===== src/rtl/layer_scroll_seq.sv =====
// Per-frame scroll sequencer: buffers position/velocity commands in shadow registers
// and commits them, advanced by velocity, to the active offsets at the start of vblank.
module layer_scroll_seq #(
    parameter int NLAYERS = 4,
    parameter int HWIDTH  = 12,
    parameter int VWIDTH  = 12,
    parameter int HSIZE   = 640,
    parameter int VSIZE   = 480,
    parameter int LWIDTH  = (NLAYERS > 1) ? $clog2(NLAYERS) : 1
) (
    input  logic                      clk,
    input  logic                      rst,
    input  logic [HWIDTH-1:0]         hdata,
    input  logic [VWIDTH-1:0]         vdata,
    input  logic                      cmd_valid,
    output logic                      cmd_ready,
    input  logic [LWIDTH-1:0]         cmd_layer,
    input  logic [1:0]                cmd_op,
    input  logic signed [HWIDTH-1:0]  cmd_h,
    input  logic signed [VWIDTH-1:0]  cmd_v,
    output logic                      cmd_err,
    output logic [NLAYERS*HWIDTH-1:0] hoffset,
    output logic [NLAYERS*VWIDTH-1:0] voffset,
    output logic                      frame_tick,
    output logic                      busy,
    output logic                      dbg_state
);

    typedef enum logic {
        S_IDLE  = 1'b0,
        S_APPLY = 1'b1
    } state_t;

    localparam logic [1:0] OP_SET_POS  = 2'd0;
    localparam logic [1:0] OP_SET_VEL  = 2'd1;
    localparam logic [1:0] OP_ADD_POS  = 2'd2;
    localparam logic [1:0] OP_STOP_ALL = 2'd3;

    localparam logic signed [HWIDTH:0] HMOD = (HWIDTH+1)'(HSIZE);
    localparam logic signed [HWIDTH:0] HMAX = (HWIDTH+1)'(HSIZE - 1);
    localparam logic signed [HWIDTH:0] HMIN = -HMAX;
    localparam logic signed [VWIDTH:0] VMOD = (VWIDTH+1)'(VSIZE);
    localparam logic signed [VWIDTH:0] VMAX = (VWIDTH+1)'(VSIZE - 1);
    localparam logic signed [VWIDTH:0] VMIN = -VMAX;

    state_t              state_q, state_d;
    logic [LWIDTH-1:0]   idx_q, idx_d;
    logic                tick_q, tick_d;
    logic                err_q, err_d;
    logic [HWIDTH-1:0]   sp_h_q  [NLAYERS];
    logic [HWIDTH-1:0]   sp_h_d  [NLAYERS];
    logic [VWIDTH-1:0]   sp_v_q  [NLAYERS];
    logic [VWIDTH-1:0]   sp_v_d  [NLAYERS];
    logic [HWIDTH-1:0]   vel_h_q [NLAYERS];
    logic [HWIDTH-1:0]   vel_h_d [NLAYERS];
    logic [VWIDTH-1:0]   vel_v_q [NLAYERS];
    logic [VWIDTH-1:0]   vel_v_d [NLAYERS];
    logic [HWIDTH-1:0]   act_h_q [NLAYERS];
    logic [HWIDTH-1:0]   act_h_d [NLAYERS];
    logic [VWIDTH-1:0]   act_v_q [NLAYERS];
    logic [VWIDTH-1:0]   act_v_d [NLAYERS];

    logic                    boundary;
    logic                    layer_ok;
    logic                    pos_ok;
    logic                    mag_ok;
    logic signed [HWIDTH:0]  h_ext;
    logic signed [VWIDTH:0]  v_ext;
    logic [HWIDTH-1:0]       new_h;
    logic [VWIDTH-1:0]       new_v;

    // Operands are a wrapped position plus a bounded step, so one correction suffices.
    function automatic logic [HWIDTH-1:0] wrap_h(input logic [HWIDTH-1:0] a,
                                                 input logic [HWIDTH-1:0] b);
        logic signed [HWIDTH:0] x;
        x = $signed({a[HWIDTH-1], a}) + $signed({b[HWIDTH-1], b});
        if (x >= HMOD)
            x = x - HMOD;
        else if (x[HWIDTH])
            x = x + HMOD;
        return x[HWIDTH-1:0];
    endfunction

    function automatic logic [VWIDTH-1:0] wrap_v(input logic [VWIDTH-1:0] a,
                                                 input logic [VWIDTH-1:0] b);
        logic signed [VWIDTH:0] x;
        x = $signed({a[VWIDTH-1], a}) + $signed({b[VWIDTH-1], b});
        if (x >= VMOD)
            x = x - VMOD;
        else if (x[VWIDTH])
            x = x + VMOD;
        return x[VWIDTH-1:0];
    endfunction

    assign boundary = (hdata == '0) && (vdata == VWIDTH'(VSIZE));
    assign h_ext    = {cmd_h[HWIDTH-1], cmd_h};
    assign v_ext    = {cmd_v[VWIDTH-1], cmd_v};
    assign layer_ok = (32'(cmd_layer) < NLAYERS);
    assign pos_ok   = !h_ext[HWIDTH] && (h_ext < HMOD) && !v_ext[VWIDTH] && (v_ext < VMOD);
    assign mag_ok   = (h_ext <= HMAX) && (h_ext >= HMIN) && (v_ext <= VMAX) && (v_ext >= VMIN);
    assign new_h    = wrap_h(sp_h_q[idx_q], vel_h_q[idx_q]);
    assign new_v    = wrap_v(sp_v_q[idx_q], vel_v_q[idx_q]);

    always_comb begin
        state_d = state_q;
        idx_d   = idx_q;
        tick_d  = 1'b0;
        err_d   = 1'b0;
        sp_h_d  = sp_h_q;
        sp_v_d  = sp_v_q;
        vel_h_d = vel_h_q;
        vel_v_d = vel_v_q;
        act_h_d = act_h_q;
        act_v_d = act_v_q;
        unique case (state_q)
            S_IDLE: begin
                if (cmd_valid) begin
                    unique case (cmd_op)
                        OP_SET_POS: begin
                            if (layer_ok && pos_ok) begin
                                sp_h_d[cmd_layer] = cmd_h;
                                sp_v_d[cmd_layer] = cmd_v;
                            end else begin
                                err_d = 1'b1;
                            end
                        end
                        OP_SET_VEL: begin
                            if (layer_ok && mag_ok) begin
                                vel_h_d[cmd_layer] = cmd_h;
                                vel_v_d[cmd_layer] = cmd_v;
                            end else begin
                                err_d = 1'b1;
                            end
                        end
                        OP_ADD_POS: begin
                            if (layer_ok && mag_ok) begin
                                sp_h_d[cmd_layer] = wrap_h(sp_h_q[cmd_layer], cmd_h);
                                sp_v_d[cmd_layer] = wrap_v(sp_v_q[cmd_layer], cmd_v);
                            end else begin
                                err_d = 1'b1;
                            end
                        end
                        OP_STOP_ALL: begin
                            for (int i = 0; i < NLAYERS; i++) begin
                                vel_h_d[i] = '0;
                                vel_v_d[i] = '0;
                            end
                        end
                    endcase
                end
                // The command above lands in shadow before APPLY reads it.
                if (boundary) begin
                    state_d = S_APPLY;
                    idx_d   = '0;
                    tick_d  = 1'b1;
                end
            end
            S_APPLY: begin
                sp_h_d[idx_q]  = new_h;
                sp_v_d[idx_q]  = new_v;
                act_h_d[idx_q] = new_h;
                act_v_d[idx_q] = new_v;
                if (idx_q == LWIDTH'(NLAYERS - 1)) begin
                    state_d = S_IDLE;
                    idx_d   = '0;
                end else begin
                    idx_d = idx_q + 1'b1;
                end
            end
        endcase
    end

    always_ff @(posedge clk) begin
        if (rst) begin
            state_q <= S_IDLE;
            idx_q   <= '0;
            tick_q  <= 1'b0;
            err_q   <= 1'b0;
            for (int i = 0; i < NLAYERS; i++) begin
                sp_h_q[i]  <= '0;
                sp_v_q[i]  <= '0;
                vel_h_q[i] <= '0;
                vel_v_q[i] <= '0;
                act_h_q[i] <= '0;
                act_v_q[i] <= '0;
            end
        end else begin
            state_q <= state_d;
            idx_q   <= idx_d;
            tick_q  <= tick_d;
            err_q   <= err_d;
            sp_h_q  <= sp_h_d;
            sp_v_q  <= sp_v_d;
            vel_h_q <= vel_h_d;
            vel_v_q <= vel_v_d;
            act_h_q <= act_h_d;
            act_v_q <= act_v_d;
        end
    end

    always_comb begin
        hoffset = '0;
        voffset = '0;
        for (int i = 0; i < NLAYERS; i++) begin
            hoffset[i*HWIDTH +: HWIDTH] = act_h_q[i];
            voffset[i*VWIDTH +: VWIDTH] = act_v_q[i];
        end
    end

    assign cmd_ready  = (state_q == S_IDLE);
    assign busy       = (state_q == S_APPLY);
    assign frame_tick = tick_q;
    assign cmd_err    = err_q;
    assign dbg_state  = state_q;

endmodule


===== config.mk =====
export PLATFORM = sky130hd
export DESIGN_NAME = layer_scroll_seq
export DESIGN_NICKNAME = d
export VERILOG_FILES = /design/src/rtl/layer_scroll_seq.sv
export SDC_FILE = /design/constraint.sdc
export NUM_CORES = 1
export LEC_CHECK = 0
export CORE_ASPECT_RATIO = 0.5
export CORE_MARGIN = 2
export CORE_UTILIZATION = 55
export DETAILED_ROUTE_END_ITERATION = 10
export PLACE_DENSITY = 0.74
export SLEW_MARGIN = 20
export SYNTH_ARGS = -nofsm -noshare
export SYNTH_HDL_FRONTEND = slang
export SYNTH_SLANG_ARGS = --single-unit

===== constraint.sdc =====
create_clock -name clk -period 12.7 [get_ports clk]
set_input_delay 2.54 -clock clk [delete_from_list [all_inputs] [get_ports clk]]
set_output_delay 2.54 -clock clk [all_outputs]
set_load 0.02 [all_outputs]

After elaboration in Yosys (flattened, before gate mapping)
Index checks and enable logic that the tools add are counted.

word-level totals
  output and inout bits = 101
  bits in registers = 293
  input port bits = 55

operators by class
  add/subtract/negate cells = 13
  bitwise logic cells = 4
  order comparisons = 14
  equality and inequality tests = 11
  mux-type cells = 71
  reduce and logical (&&, ||, !) cells = 19

operator list
  cell                                                                 count
  case mux 48 bit (2 select lines)                                     6
  bitwise mux 48 bit                                                   10
  2-to-1 mux 48 bit                                                    8
  2-to-1 mux 12 bit                                                    30
  binary-select mux 12 bit (select 2 bit)                              6
  adder 12 x 12 -> 13 bit                                              4
  demux 12 bit (select 2 bit)                                          2
  greater-or-equal comparator 13 x 10 -> 1 bit, second input constant  2
  greater-or-equal comparator 13 x 11 -> 1 bit, second input constant  2
  adder 12 x 10 -> 12 bit, second input constant                       2
  adder 12 x 11 -> 12 bit, second input constant                       2
  subtractor 12 x 10 -> 12 bit, second input constant                  2
  subtractor 12 x 11 -> 12 bit, second input constant                  2
  equality test 12 x 9 -> 1 bit, second input constant                 1
  greater-or-equal comparator 12 x 10 -> 1 bit, second input constant  1
  greater-or-equal comparator 12 x 11 -> 1 bit, second input constant  1
  less-or-equal comparator 12 x 10 -> 1 bit, second input constant     1
  less-or-equal comparator 12 x 11 -> 1 bit, second input constant     1
  logical NOT 12 bit                                                   1
  less-than comparator 12 x 10 -> 1 bit, second input constant         1
  less-than comparator 12 x 11 -> 1 bit, second input constant         1
  logical AND 1 bit                                                    9
  AND reduction 4 bit                                                  2
  equality test 2 bit, second input constant                           3
  other kinds (19)                                                     32

Logic depth before layout (Yosys ltp)
  word-level depth = 17
  depth in mapped cells = 18
  mapped depth without buffers = 15

Worst setup path after synthesis
OpenSTA, ideal clock, no wires.

  kind = in2reg
  start = input cmd_layer[0]
  end = register sp_h_q[11] (netlist name)
  setup slack = 5.856 ns
  required time = 12.586 ns
  path buffers = 4
  cell stages on the path = 17
  data arrival time = 6.730 ns
  path through = buf_1 > buf_1 > clkbuf_1 > mux4_2 > fa_1 > a211oi_2 > o21ai_1 > a211oi_2 > or2_1 > buf_6 > inv_2 > ha_1 > nand2_1 > mux2i_1 > o2bb2ai_1 > or4_1 > a21o_1

on the way
  cells in the longest elaborated chain, start to end = 17
  elaborated cells on any way between the ends = 26
  those cells by class = add/sub (3); order compare (3); mux (18); bitwise (1); reduce/logical (1)

ends and longest elaborated chain
  item                                                   RTL line  text
  from (decl)                                            17        input logic [LWIDTH-1:0] cmd_layer,
  inverter 2 -> 3 bit (implied by the code) (*)          121, 137
  binary-select mux 12 bit (select 2 bit)                137       sp_h_d[cmd_layer] = wrap_h(sp_h_q[cmd_layer], cmd_h);
  2-to-1 mux 12 bit (implied by the code) (2 in series)  137
  adder 12 x 12 -> 13 bit                                76        x = $signed({a[HWIDTH-1], a}) + $signed({b[HWIDTH-1], b});
  adder 12 x 11 -> 12 bit                                80        x = x + HMOD;
  2-to-1 mux 12 bit                                      79        else if (x[HWIDTH])
  2-to-1 mux 12 bit                                      77        if (x >= HMOD)
  2-to-1 mux 12 bit                                      136       if (layer_ok && mag_ok) begin
  2-to-1 mux 12 bit                                      118       unique case (cmd_op)
  2-to-1 mux 12 bit                                      117       if (cmd_valid) begin
  2-to-1 mux 12 bit                                      115       unique case (state_q)
  bitwise mux 48 bit                                     137
  2-to-1 mux 48 bit                                      136
  case mux 48 bit (2 select lines) (*)                   118
  2-to-1 mux 48 bit (*)                                  117
  case mux 48 bit (2 select lines) (*)                   115
  to (signal assigned)                                   192       sp_h_q <= sp_h_d;
  to (decl)                                              50        logic [HWIDTH-1:0] sp_h_q [NLAYERS];

Mark *: on every way between the ends. The rest lies on a longest branch, timed or not. The select of a mux whose other input is x is not followed.
A chain may end at the register's enable or synchronous reset.

Final worst setup path
  start = input cmd_layer[0]
  end = register sp_v_q[17] (netlist name)

on the way
  cells in the longest elaborated chain, start to end = 17
  elaborated cells on any way between the ends = 26
  those cells by class = add/sub (3); order compare (3); mux (18); bitwise (1); reduce/logical (1)

ends and longest elaborated chain
  item                                                   RTL line  text
  inverter 2 -> 3 bit (implied by the code) (*)          122, 138
  binary-select mux 12 bit (select 2 bit)                138       sp_v_d[cmd_layer] = wrap_v(sp_v_q[cmd_layer], cmd_v);
  2-to-1 mux 12 bit (implied by the code) (2 in series)  138
  adder 12 x 12 -> 13 bit                                87        x = $signed({a[VWIDTH-1], a}) + $signed({b[VWIDTH-1], b});
  adder 12 x 10 -> 12 bit                                91        x = x + VMOD;
  2-to-1 mux 12 bit                                      90        else if (x[VWIDTH])
  2-to-1 mux 12 bit                                      88        if (x >= VMOD)
  2-to-1 mux 12 bit                                      136
  2-to-1 mux 12 bit                                      118
  2-to-1 mux 12 bit                                      117
  2-to-1 mux 12 bit                                      115
  bitwise mux 48 bit                                     138
  2-to-1 mux 48 bit                                      136
  case mux 48 bit (2 select lines) (*)                   118
  2-to-1 mux 48 bit (*)                                  117
  case mux 48 bit (2 select lines) (*)                   115
  to (signal assigned)                                   193       sp_v_q <= sp_v_d;
  to (decl)                                              52        logic [VWIDTH-1:0] sp_v_q [NLAYERS];

Marks and branches as above.

==> reports/metrics.cfg <==
[clock_network]
cts_setup_buffers=0
h-tree-depth=1
cts_buffers=27
cts_root_buffer=clkbuf_16
clock-sinks=293
clock_latency_ps=570
cts_hold_buf=0
path_clk_slew_ps=70
ctsResizeCount=0
tritoncts=built
cts_buffer_depth=3

[routing]
vias=16230
wl_met2_um=25050
wl_um=59190
drc_errors=0
met1_length_um=24570
highest_layer=met4
first_pass_iters=6
wl_per_cell_um=24.55
wl_met3_um=7434
viasPerCell=6.733
initialDrtViolationCount=1839
antenna_left=0

[timing]
finalCritPeriodShare_pct=50.53
worstMarginPinSlew_ps=1154
fin_setup_tns_ps=0
slew-limit-headroom_pct=22.85
rsz0062_at_grt=false
skew_ps=8.841
slew_violations=0
max_freq_ghz=0.1558
hold_viol=0
setup_viol=0
holdWs_ps=457.7
period_minus_slack_ps=6418

[pwr]
p_leak_nw=7.039
p_per_area_nw_per_um2=100.4
ir_worst_vdd_v=0.00009076

[global_route]
overflow=0
grt_max_degree=103
grt_util_all_layers_pct=35.65
grt_pass1_wl_um=89270
grt_pass1_vias=15020
antenna_found_initial=1

[setup_path]
cp_max_fo=33
critPathRequiredTime_ps=13110
timing.rr.end=hoffset[8]
crit_type=in -> reg
slowest_stage=nor3b_1
crit_start=cmd_layer[0]
rr_startpoint=idx_q[1]
arrival_ps=6830
critPathBufInv=2
ff2ff_path_depth=16
cp_top_family=compound AO/OA/AOI/OAI gates
crit_path_max_incr_delay_ps=850
worstPathCellList=buf_2 -> buf_4 -> mux4_2 -> ha_1 -> o211ai_1 -> o21ai_1 -> a2111oi_0 -> nor3b_1 -> a311oi_1 -> and4_1 -> a211oi_1 -> nand2b_1 -> a311oi_1
end_kind=flip-flop
r2r_slack_ps=6740
cp-start-kind=input port
cpMostUsedCell=a311oi_1
path_depth=13

[floorplan]
core_area_um2=30520
dieArea_um2=32700
num_rows=45
die_h_um=128.9
ios=156
start_util_pct=56.21
die-width_um=253.7

[placement]
dp_hpwl_um=40760
dp_cells=2363
io_buffers=155
dpl_cell_area_um2=18860
routabilityCongestion=0.9766

[hold_path]
holdPathStages=2
hold_path.class=reg -> reg
holdPathEnd=voffset[37]
min-delay-start=voffset[37]

[cells_and_area]
antenna_cells=0
design_area_um2=19720
multi_input_area_um2=10470
area_growth_pct=14.97
drive_gt1_share_pct=12.22
seq_area_um2=5871
layout.nets=2094
instances_no_fill=2411
final_util_pct=64.62
fillers=2611

[synthesis]
synthCells=1883
synth_nets=2008
synth-async-reset-ratio_pct=0
synth-edff-count=0
ys_seq_area_share_pct=34.20
syn_area_um2=17150
synth_warnings=0
synth-main-ff-cell=dfxtp_1
ys_types=116
post_synth.cell_area_avg_um2=9.109
synth-seq-cells=293

[status]
status=finished, final reports clean

[job]
drv_cap=0

==> flip-flops by register name (all words and copies together), names as in the netlist <==
| name | count |
|---|---|
| frame_tick | 1 |
| vel_v_q | 48 |
| vel_h_q | 48 |
| hoffset | 48 |
| sp_v_q | 48 |
| voffset | 48 |
| cmd_err | 1 |
| busy | 1 |
| idx_q | 2 |
| sp_h_q | 48 |
==> cells by family (layout without fill, tap and decap cells) <==
kind of cell | count (synthesis) | in the layout | share of synthesized area, %
buf+inv | 174 | 279 | 4.946
flops | 293 | 293 | 34.20
fa+ha+maj | 70 | 70 | 5.281
mux | 99 | 99 | 11.09
xor+xnor | 27 | 27 | 1.619
compound gates | 619 | 619 | 26.65
simple gates | 601 | 601 | 16.21
==> how the worst max path moves through the flow <==
stage / end / slack (ps)
after floorplan: sp_h_q[11] / 5860
after global placement: sp_h_q[44] / 5800
after detailed placement: sp_h_q[44] / 5750
after CTS: sp_h_q[44] / 6350
after global routing: sp_h_q[7] / 5920
final: sp_v_q[17] / 6280
==> layer usage <==
layer	track usage, %	vias to the layer above
met3	12.02	169
li1	-	7308
met1	48.80	7850
met5	0	-
met4	12.11	0
met2	52.88	906
==> power by group <==
group          leakage (nW)  internal, mW  switching (mW)  total (mW)
clock network         0.413         0.439           0.385       0.824
registers              2.36         0.925         0.00494       0.930
logic                  4.26        0.0769           0.149       0.226
total                  7.04          1.44           0.538        1.98
==> layout by cell type (no fill, tap or decap), drive strengths merged, types with 12 or more instances in the layout <==
master,n
dfxtp,293
nor2,207
nand2,181
a21oi,156
clkdlybuf4s50,152
a22o,81
o21ai,80
mux4,72
a211oi,67
ha,66
nor3,52
buf,44
clkbuf,37
inv,36
nand3,32
a21o,29
a31oi,25
mux2i,18
a32oi,18
xnor2,18
a2111oi,18
nor2b,16
nor4,16
or3,16
o211ai,13
o22ai,12
and2,12
==> worst register-to-register path, delay by kind of cell (launching register included) <==
family,cells,cell delay (ps)
fa+ha+maj,3,960
mux,2,1570
simple gates,2,400
flops,1,780
buf+inv,3,800
compound gates,6,1370
==> synthesized netlist by cell type (9+ instances only) <==
cell / number / area [um^2]
clkbuf_8: 13 / 178.9
nand2_1: 181 / 679.4
or3_1: 14 / 87.58
nor2b_1: 16 / 100.1
o21bai_1: 11 / 82.58
o21ai_0: 60 / 300.3
o211ai_1: 12 / 90.09
inv_1: 30 / 112.6
and2_1: 12 / 75.07
nand3_1: 32 / 160.2
nand2b_1: 10 / 62.56
ha_1: 66 / 825.8
buf_1: 18 / 67.56
dfxtp_1: 293 / 5866
o31ai_1: 10 / 75.07
a31oi_1: 24 / 150.1
nor3_1: 51 / 255.2
nand4_1: 11 / 68.82
mux2i_1: 18 / 180.2
a21oi_1: 154 / 770.7
nor4_1: 16 / 100.1
o22ai_1: 12 / 75.07
buf_2: 16 / 80.08
mux2_2: 9 / 101.4
a21o_1: 28 / 210.2
xnor2_1: 15 / 131.4
a211oi_1: 58 / 435.4
nor2_1: 206 / 773.2
clkbuf_1: 85 / 319.1
o21ai_1: 18 / 90.09
a32oi_1: 17 / 148.9
a22o_1: 81 / 709.4
mux4_2: 72 / 1622
==> per-stage QoR <==
stage / power [mW] / setup WS (ps)
final: 1.980 / 6282
after global routing: 2.034 / 5916
after CTS: 1.973 / 6352
after detailed placement: 1.168 / 5748
after global placement: 1.168 / 5798
after floorplan: 1.094 / 5856
==> cell type report <==
cell class              count  share of cell area, %
well taps                 423                  2.684
clock buffers              37                  3.820
clock inverters            11                 0.5393
inverters                  35                 0.6979
flip-flops and latches    293                  29.77
repair buffers            196                  9.384
multi-input cells        1416                  53.11
(Power assumes the default switching activity.)
